$ cat src/rtl/control_sequencer_pkg.sv
// Shared types for the control sequencer: FSM states, instruction classes, branch conditions, field positions.
// Latency: n/a (declarations only).
// Backpressure: n/a.
package control_sequencer_pkg;

    typedef enum logic [1:0] {
        ST_FETCH = 2'd0,
        ST_EXEC  = 2'd1,
        ST_MEM   = 2'd2
    } state_t;

    localparam logic [1:0] CLS_ALU_REG = 2'b00;
    localparam logic [1:0] CLS_ALU_IMM = 2'b01;
    localparam logic [1:0] CLS_MEM     = 2'b10;
    localparam logic [1:0] CLS_BRANCH  = 2'b11;

    localparam logic [1:0] COND_ALWAYS = 2'b00;
    localparam logic [1:0] COND_Z      = 2'b01;
    localparam logic [1:0] COND_N      = 2'b10;
    localparam logic [1:0] COND_NZ     = 2'b11;

    localparam int CLS_HI     = 15;
    localparam int CLS_LO     = 14;
    localparam int FS_HI      = 13;
    localparam int FS_LO      = 10;
    localparam int MEM_ST_BIT = 13;
    localparam int COND_HI    = 13;
    localparam int COND_LO    = 12;
    localparam int DR_HI      = 9;
    localparam int DR_LO      = 8;
    localparam int SA_HI      = 7;
    localparam int SA_LO      = 6;
    localparam int SB_HI      = 5;
    localparam int SB_LO      = 4;
    localparam int IMM_HI     = 7;
    localparam int IMM_LO     = 0;

    // Decoded control word; the top gates it by FSM state before driving pins.
    typedef struct packed {
        logic [1:0] aa;
        logic [1:0] ba;
        logic [1:0] da;
        logic [3:0] fs;
        logic [7:0] ci;
        logic       mb;
        logic       md;
        logic       is_alu;
        logic       is_mem;
        logic       is_store;
        logic       is_branch;
        logic [1:0] cond;
        logic [7:0] target;
    } ctrl_t;

    function automatic logic cond_met(input logic [1:0] cond, input logic n, input logic z);
        case (cond)
            COND_ALWAYS: cond_met = 1'b1;
            COND_Z:      cond_met = z;
            COND_N:      cond_met = n;
            default:     cond_met = ~z;
        endcase
    endfunction

endpackage

$ cat src/rtl/control_sequencer_instr_decode.sv
// Combinational decode of the instruction register into datapath select fields.
// Latency: zero cycles (pure combinational).
// Backpressure: none; output follows IR directly.
module control_sequencer_instr_decode
    import control_sequencer_pkg::*;
(
    input  logic [15:0] ir,
    output ctrl_t       ctrl
);

    logic [1:0] cls;
    assign cls = ir[CLS_HI:CLS_LO];

    // Map each instruction class onto its selects; fields a class does not use stay 0.
    always_comb begin
        ctrl        = '0;
        ctrl.cond   = ir[COND_HI:COND_LO];
        ctrl.target = ir[IMM_HI:IMM_LO];
        case (cls)
            CLS_ALU_REG: begin
                ctrl.da     = ir[DR_HI:DR_LO];
                ctrl.aa     = ir[SA_HI:SA_LO];
                ctrl.ba     = ir[SB_HI:SB_LO];
                ctrl.fs     = ir[FS_HI:FS_LO];
                ctrl.is_alu = 1'b1;
            end
            CLS_ALU_IMM: begin
                // Two-address form: destination is also the A operand.
                ctrl.da     = ir[DR_HI:DR_LO];
                ctrl.aa     = ir[DR_HI:DR_LO];
                ctrl.ci     = ir[IMM_HI:IMM_LO];
                ctrl.fs     = ir[FS_HI:FS_LO];
                ctrl.mb     = 1'b1;
                ctrl.is_alu = 1'b1;
            end
            CLS_MEM: begin
                ctrl.is_mem = 1'b1;
                ctrl.aa     = ir[SA_HI:SA_LO];
                if (ir[MEM_ST_BIT]) begin
                    ctrl.is_store = 1'b1;
                    ctrl.ba       = ir[SB_HI:SB_LO];
                end else begin
                    ctrl.da = ir[DR_HI:DR_LO];
                    ctrl.md = 1'b1;
                end
            end
            default: begin
                ctrl.is_branch = 1'b1;
            end
        endcase
    end

endmodule

$ cat src/rtl/control_sequencer.sv
// Fetch/execute/memory sequencer driving a register-file datapath from 16-bit instructions.
// Latency: ALU/branch 2 cycles + fetch wait; load/store 3 cycles + fetch and data waits.
// Backpressure: req held with stable address/controls until ack; acks without a req are ignored.
module control_sequencer
    import control_sequencer_pkg::*;
(
    input  logic        clk,
    input  logic        rst_n,
    output logic        imem_req,
    output logic [7:0]  imem_addr,
    input  logic        imem_ack,
    input  logic [15:0] imem_data,
    output logic        dmem_req,
    output logic        dmem_we,
    input  logic        dmem_ack,
    output logic [1:0]  AA,
    output logic [1:0]  BA,
    output logic [1:0]  DA,
    output logic [3:0]  FS,
    output logic [7:0]  CI,
    output logic        LE,
    output logic        MD,
    output logic        MB,
    input  logic        N,
    input  logic        Z,
    output logic [7:0]  pc
);

    state_t      state, state_nxt;
    logic [15:0] ir, ir_nxt;
    logic [7:0]  pc_nxt;
    logic        flag_n, flag_z, flag_n_nxt, flag_z_nxt;
    logic        run;
    ctrl_t       ctrl;

    control_sequencer_instr_decode u_decode (
        .ir   (ir),
        .ctrl (ctrl)
    );

    // State, pc, IR and flags; run holds off the first fetch until one edge after reset release.
    always_ff @(posedge clk or negedge rst_n) begin
        if (!rst_n) begin
            state  <= ST_FETCH;
            pc     <= 8'd0;
            ir     <= 16'd0;
            flag_n <= 1'b0;
            flag_z <= 1'b0;
            run    <= 1'b0;
        end else begin
            state  <= state_nxt;
            pc     <= pc_nxt;
            ir     <= ir_nxt;
            flag_n <= flag_n_nxt;
            flag_z <= flag_z_nxt;
            run    <= 1'b1;
        end
    end

    // Next-state and output decode; selects are only driven outside FETCH.
    always_comb begin
        state_nxt  = state;
        pc_nxt     = pc;
        ir_nxt     = ir;
        flag_n_nxt = flag_n;
        flag_z_nxt = flag_z;
        imem_req   = 1'b0;
        imem_addr  = pc;
        dmem_req   = 1'b0;
        dmem_we    = 1'b0;
        AA         = 2'd0;
        BA         = 2'd0;
        DA         = 2'd0;
        FS         = 4'd0;
        CI         = 8'd0;
        LE         = 1'b0;
        MD         = 1'b0;
        MB         = 1'b0;
        case (state)
            ST_FETCH: begin
                imem_req = run;
                if (run && imem_ack) begin
                    ir_nxt    = imem_data;
                    pc_nxt    = pc + 8'd1;
                    state_nxt = ST_EXEC;
                end
            end
            ST_EXEC: begin
                AA = ctrl.aa;
                BA = ctrl.ba;
                DA = ctrl.da;
                FS = ctrl.fs;
                CI = ctrl.ci;
                MB = ctrl.mb;
                LE = ctrl.is_alu;
                state_nxt = ctrl.is_mem ? ST_MEM : ST_FETCH;
                if (ctrl.is_alu) begin
                    flag_n_nxt = N;
                    flag_z_nxt = Z;
                end
                if (ctrl.is_branch && cond_met(ctrl.cond, flag_n, flag_z)) begin
                    pc_nxt = ctrl.target;
                end
            end
            ST_MEM: begin
                AA       = ctrl.aa;
                BA       = ctrl.ba;
                DA       = ctrl.da;
                dmem_req = 1'b1;
                dmem_we  = ctrl.is_store;
                if (dmem_ack) begin
                    // Load data is written back only in the cycle it arrives.
                    LE        = ~ctrl.is_store;
                    MD        = ctrl.md;
                    state_nxt = ST_FETCH;
                end
            end
            default: begin
                state_nxt = ST_FETCH;
            end
        endcase
    end

endmodule

$ cat config.mk
export PLATFORM = sky130hd
export DESIGN_NAME = control_sequencer
export DESIGN_NICKNAME = d
export VERILOG_FILES = /design/src/rtl/control_sequencer_pkg.sv /design/src/rtl/control_sequencer_instr_decode.sv /design/src/rtl/control_sequencer.sv
export SDC_FILE = /design/constraint.sdc
export NUM_CORES = 1
export LEC_CHECK = 0
export CAP_MARGIN = 30
export CORE_MARGIN = 8
export CORE_UTILIZATION = 40
export CTS_BUF_LIST = sky130_fd_sc_hd__clkbuf_8
export DETAILED_ROUTE_END_ITERATION = 16
export PLACE_DENSITY = 0.76
export RECOVER_POWER = 100
export SYNTH_ARGS = -nofsm -noshare
export SYNTH_HDL_FRONTEND = slang
export SYNTH_SLANG_ARGS = --single-unit
$ cat constraint.sdc
create_clock -name clk -period 1.6 [get_ports clk]
set_input_delay 0.32 -clock clk [delete_from_list [all_inputs] [get_ports clk]]
set_output_delay 0.32 -clock clk [all_outputs]
set_load 0.005 [all_outputs]
==> run summary <==
* **net total in the final layout** 271
* **Core Box Area** 0.00426 mm^2
* **Max-slew headroom** 48.6%
* **Hold Path End** flag_n
* **HPWL after detailed placement** 3550 um
* **failing checks** negative setup slack
* **number of distinct library cells after synthesis** 40
* **largest stage delay on the critical path** 0.36 ns
* **RSZ-0062 raised after global routing** true
* **maximum buffer depth of the clock tree** 2
* **worst slew pin tran** 0.772 ns
* **power density of the placed cells** 1940 mW/mm^2
* **post-detailed-route via-to-cell ratio** 5.51
* **ratio of final minimum period to clock period** 119%
* **number of failing setup endpoints in the final timing report** 46
* **internal power of the cells** 3.47 mW
* **vias after detailed routing** 1635
* **H-tree depth reported by CTS** 2
* **GP Congestion** 0.802
* **gate count after technology mapping** 166
* **number of buffers added to fix hold violations after cts** 0
* **number of maximum-capacitance constraint violations** 0
* **fraction of synthesis flops using an asynchronous set or reset pin** 100%
* **part of the total power dissipated in combinational logic** 62.8%
* **number of design rule violations left after detail routing** 0
* **worst path cell trace** inv_2 > buf_12 > ha_4 > inv_2 > a211oi_4 > and2_1 > buf_2
* **Static Leakage** 1.29 nW
* **layout overhead on the synthesized area** 66.3%
* **wirelength, routed** 5540 um
* **nature of the critical path startpoint** register
* **most used flip-flop cell after synthesis** sky130_fd_sc_hd__dfrtp_1
* **met2 Resource Use GR** 26.7%
* **clk slew on worst S/H paths** 0.06 ns
* **data arrival time of the critical path** 1.58 ns
* **# IOs** 62
* **number of endpoints with negative hold slack in the final report** 0
* **Detailed Routing Iterations Pass 1** 4
* **mean instance size in the synthesized netlist** 10.5 um^2
* **starting utilization of the core area** 40.8%
* **Min-Delay Startpoint** flag_n
* **initial antenna violation count** 0
* **worst min path class** register to register
* **Total Die Area** 0.00672 mm^2
* **number of register bits inferred by synthesis** 29
* **tightest hold margin** 0.475 ns
* **category of the most critical setup path** register to primary output
* **final worst clock skew** 0.00421 ns
* **outcome** finished with violations
* **height of the die** 82.0 um
* **peak fanout along the critical path** 3
* **global routing usage summed across all routing layers** 16.5%
* **Post-Syn Nets** 192
* **count of flip-flops with a built-in enable after synthesis** 0
* **register-to-register setup slack** -0.25 ns
* **count of input and output buffers** 61
* **total CTS buffers** 5
* **Critical Path Sink Type** primary output
* **Final WS setup** -0.298 ns
* **Tmin final** 1.90 ns
* **vias in the first global route** 1676
* **R2R depth** 7
* **worst IR drop on VDD** 0.000913 V
* **number of rows created at floorplan** 24
* **launch instance of the worst register-to-register path** state[1]
* **number of violations reported at the end of detailed-routing iteration 0** 84
* **yosys synthesis warning count** 0
* **number of antenna repair diodes** 0
* **Setup TNS Final** -6.75 ns
* **Most Used Layer, Global Route** met2
* **clock tree from TritonCTS** built
* **met3 usage** 6.02%
* **pins over their slew limit** 0
* **met1 Track Usage GR** 20.0%
* **sequential element share of the synthesized area** 41.7%
* **highest-count cells in the layout ignoring fill and taps** sky130_fd_sc_hd__clkdlybuf4s50_1, sky130_fd_sc_hd__dfrtp_1, sky130_fd_sc_hd__buf_6
* **most frequent standard cell in the layout excluding fill and tap cells** sky130_fd_sc_hd__clkdlybuf4s50_1
* **Top delay family on crit path** flip-flops
* **Reg power frac** 26.3%
* **share of total power in the clock network** 10.9%
* **maximum number of pins on one net before global-route repair** 30
* **cell at the root of the clock tree** sky130_fd_sc_hd__clkbuf_8
* **switching component of the power** 2.15 mW
* **cell area after synthesis** 0.00174 mm^2
* **Reg-to-Reg End** imem_addr[3]
* **number of buffers and inverters on the critical path** 4
* **Post-DRT Antenna Nets** 0
* **Max Clk Rate** 0.527 GHz
* **number of cells traversed by the worst hold path** 1
* **detail-routed net length per standard cell** 18.7 um
* **proportion of layout cells with a drive suffix above 1** 47.3%
* **global-route wire length before repair** 8480 um
* **GRT overflow** 0
* **cell with the largest stage delay on the worst path** sky130_fd_sc_hd__dfrtp_1
* **crit-path most repeated cell** sky130_fd_sc_hd__inv_2
* **share of total power consumed by net switching** 38.2%
* **clock network latency to the later pin of the worst-skew pair** 0.28 ns
* **Worst EP required** 1.28 ns
* **chip width** 82.0 um
* **CTS Sinks** 29
==> timing repair <==
action	in CTS	in global routing
pin swaps	11	17
setup buffers	7	3
gates resized for setup	141	40
cloned	2	0
endpoints found under the setup margin	52	55
==> metal layers <==
layer	part of all wire, %	up-vias
li1	-	755
met1	42	807
met2	49	65
met3	8.1	8
met4	1.3	0
met5	0	-
==> registers in the layout, indices dropped and copies added (netlist names) <==
name and count:
run 1, flag_z 1, state 2, ir 16, imem_addr 8, flag_n 1
==> cells by family after synthesis <==
group                    count (synthesis)  share of synthesized area (%)
AND/OR/NAND/NOR                         56                           20.3
flip-flops                              29                           41.7
AO/OA/AOI/OAI                           28                           12.9
buffers and inverters                   26                           7.62
multiplexers                            22                           14.3
adder cells (fa/ha/maj)                  4                           2.88
other                                    1                          0.215
==> power groups by stage <==
stage / logic (mW) / clock network (mW) / registers, mW
after floorplan: 1.59 / 0 / 1.28
after global placement: 2.65 / 0 / 1.41
after detailed placement: 2.70 / 0 / 1.42
after CTS: 3.24 / 0.617 / 1.44
after global routing: 3.78 / 0.662 / 1.53
final: 3.53 / 0.611 / 1.48
==> through the flow <==
step | instances | power (mW) | util, % | setup WS [ns] | area (um^2)
floorplan | 166 | 2.87 | - | -0.0317 | 1770
global placement | 281 | 4.06 | 58.6 | -0.449 | 2500
detailed placement | 281 | 4.11 | 58.6 | -0.464 | 2500
CTS | 297 | 5.29 | 65.3 | -0.304 | 2780
global route | 297 | 5.97 | 67.9 | -0.380 | 2890
finish | 297 | 5.63 | 67.9 | -0.298 | 2890
==> cell usage after synthesis (6+ instances only) <==
cell	n	area (um^2)
sky130_fd_sc_hd__and2_1	9	56.3
sky130_fd_sc_hd__inv_1	9	33.8
sky130_fd_sc_hd__nand2_1	6	22.5
sky130_fd_sc_hd__nor2b_1	6	37.5
sky130_fd_sc_hd__clkbuf_1	7	26.3
sky130_fd_sc_hd__dfrtp_1	29	726
sky130_fd_sc_hd__and3_1	13	81.3
sky130_fd_sc_hd__buf_4	9	67.6
sky130_fd_sc_hd__mux2_1	18	203
==> final cells by class <==
| class | count | area (um^2) |
|---|---|---|
| fill | 323 | 1370 |
| inverter | 9 | 36.3 |
| timing repair buffer | 89 | 846 |
| clock inverter | 1 | 3.75 |
| tap | 52 | 65.1 |
| multi-input combinational | 111 | 1130 |
| sequential | 29 | 727 |
| clock buffer | 6 | 82.6 |
==> worst max path at each step <==
| stage | start | endpoint | slack (ns) | cells after the start |
|---|---|---|---|---|
| after floorplan | state[1] | imem_addr[2] | -0.03 | 6 |
| after global placement | dmem_ack | MD | -0.45 | 4 |
| after detailed placement | dmem_ack | MD | -0.46 | 4 |
| after CTS | state[1] | BA[1] | -0.30 | 7 |
| after global routing | state[1] | BA[0] | -0.38 | 7 |
| final | state[1] | BA[1] | -0.30 | 7 |
No activity file was read; power rests on OpenSTA's default activity.
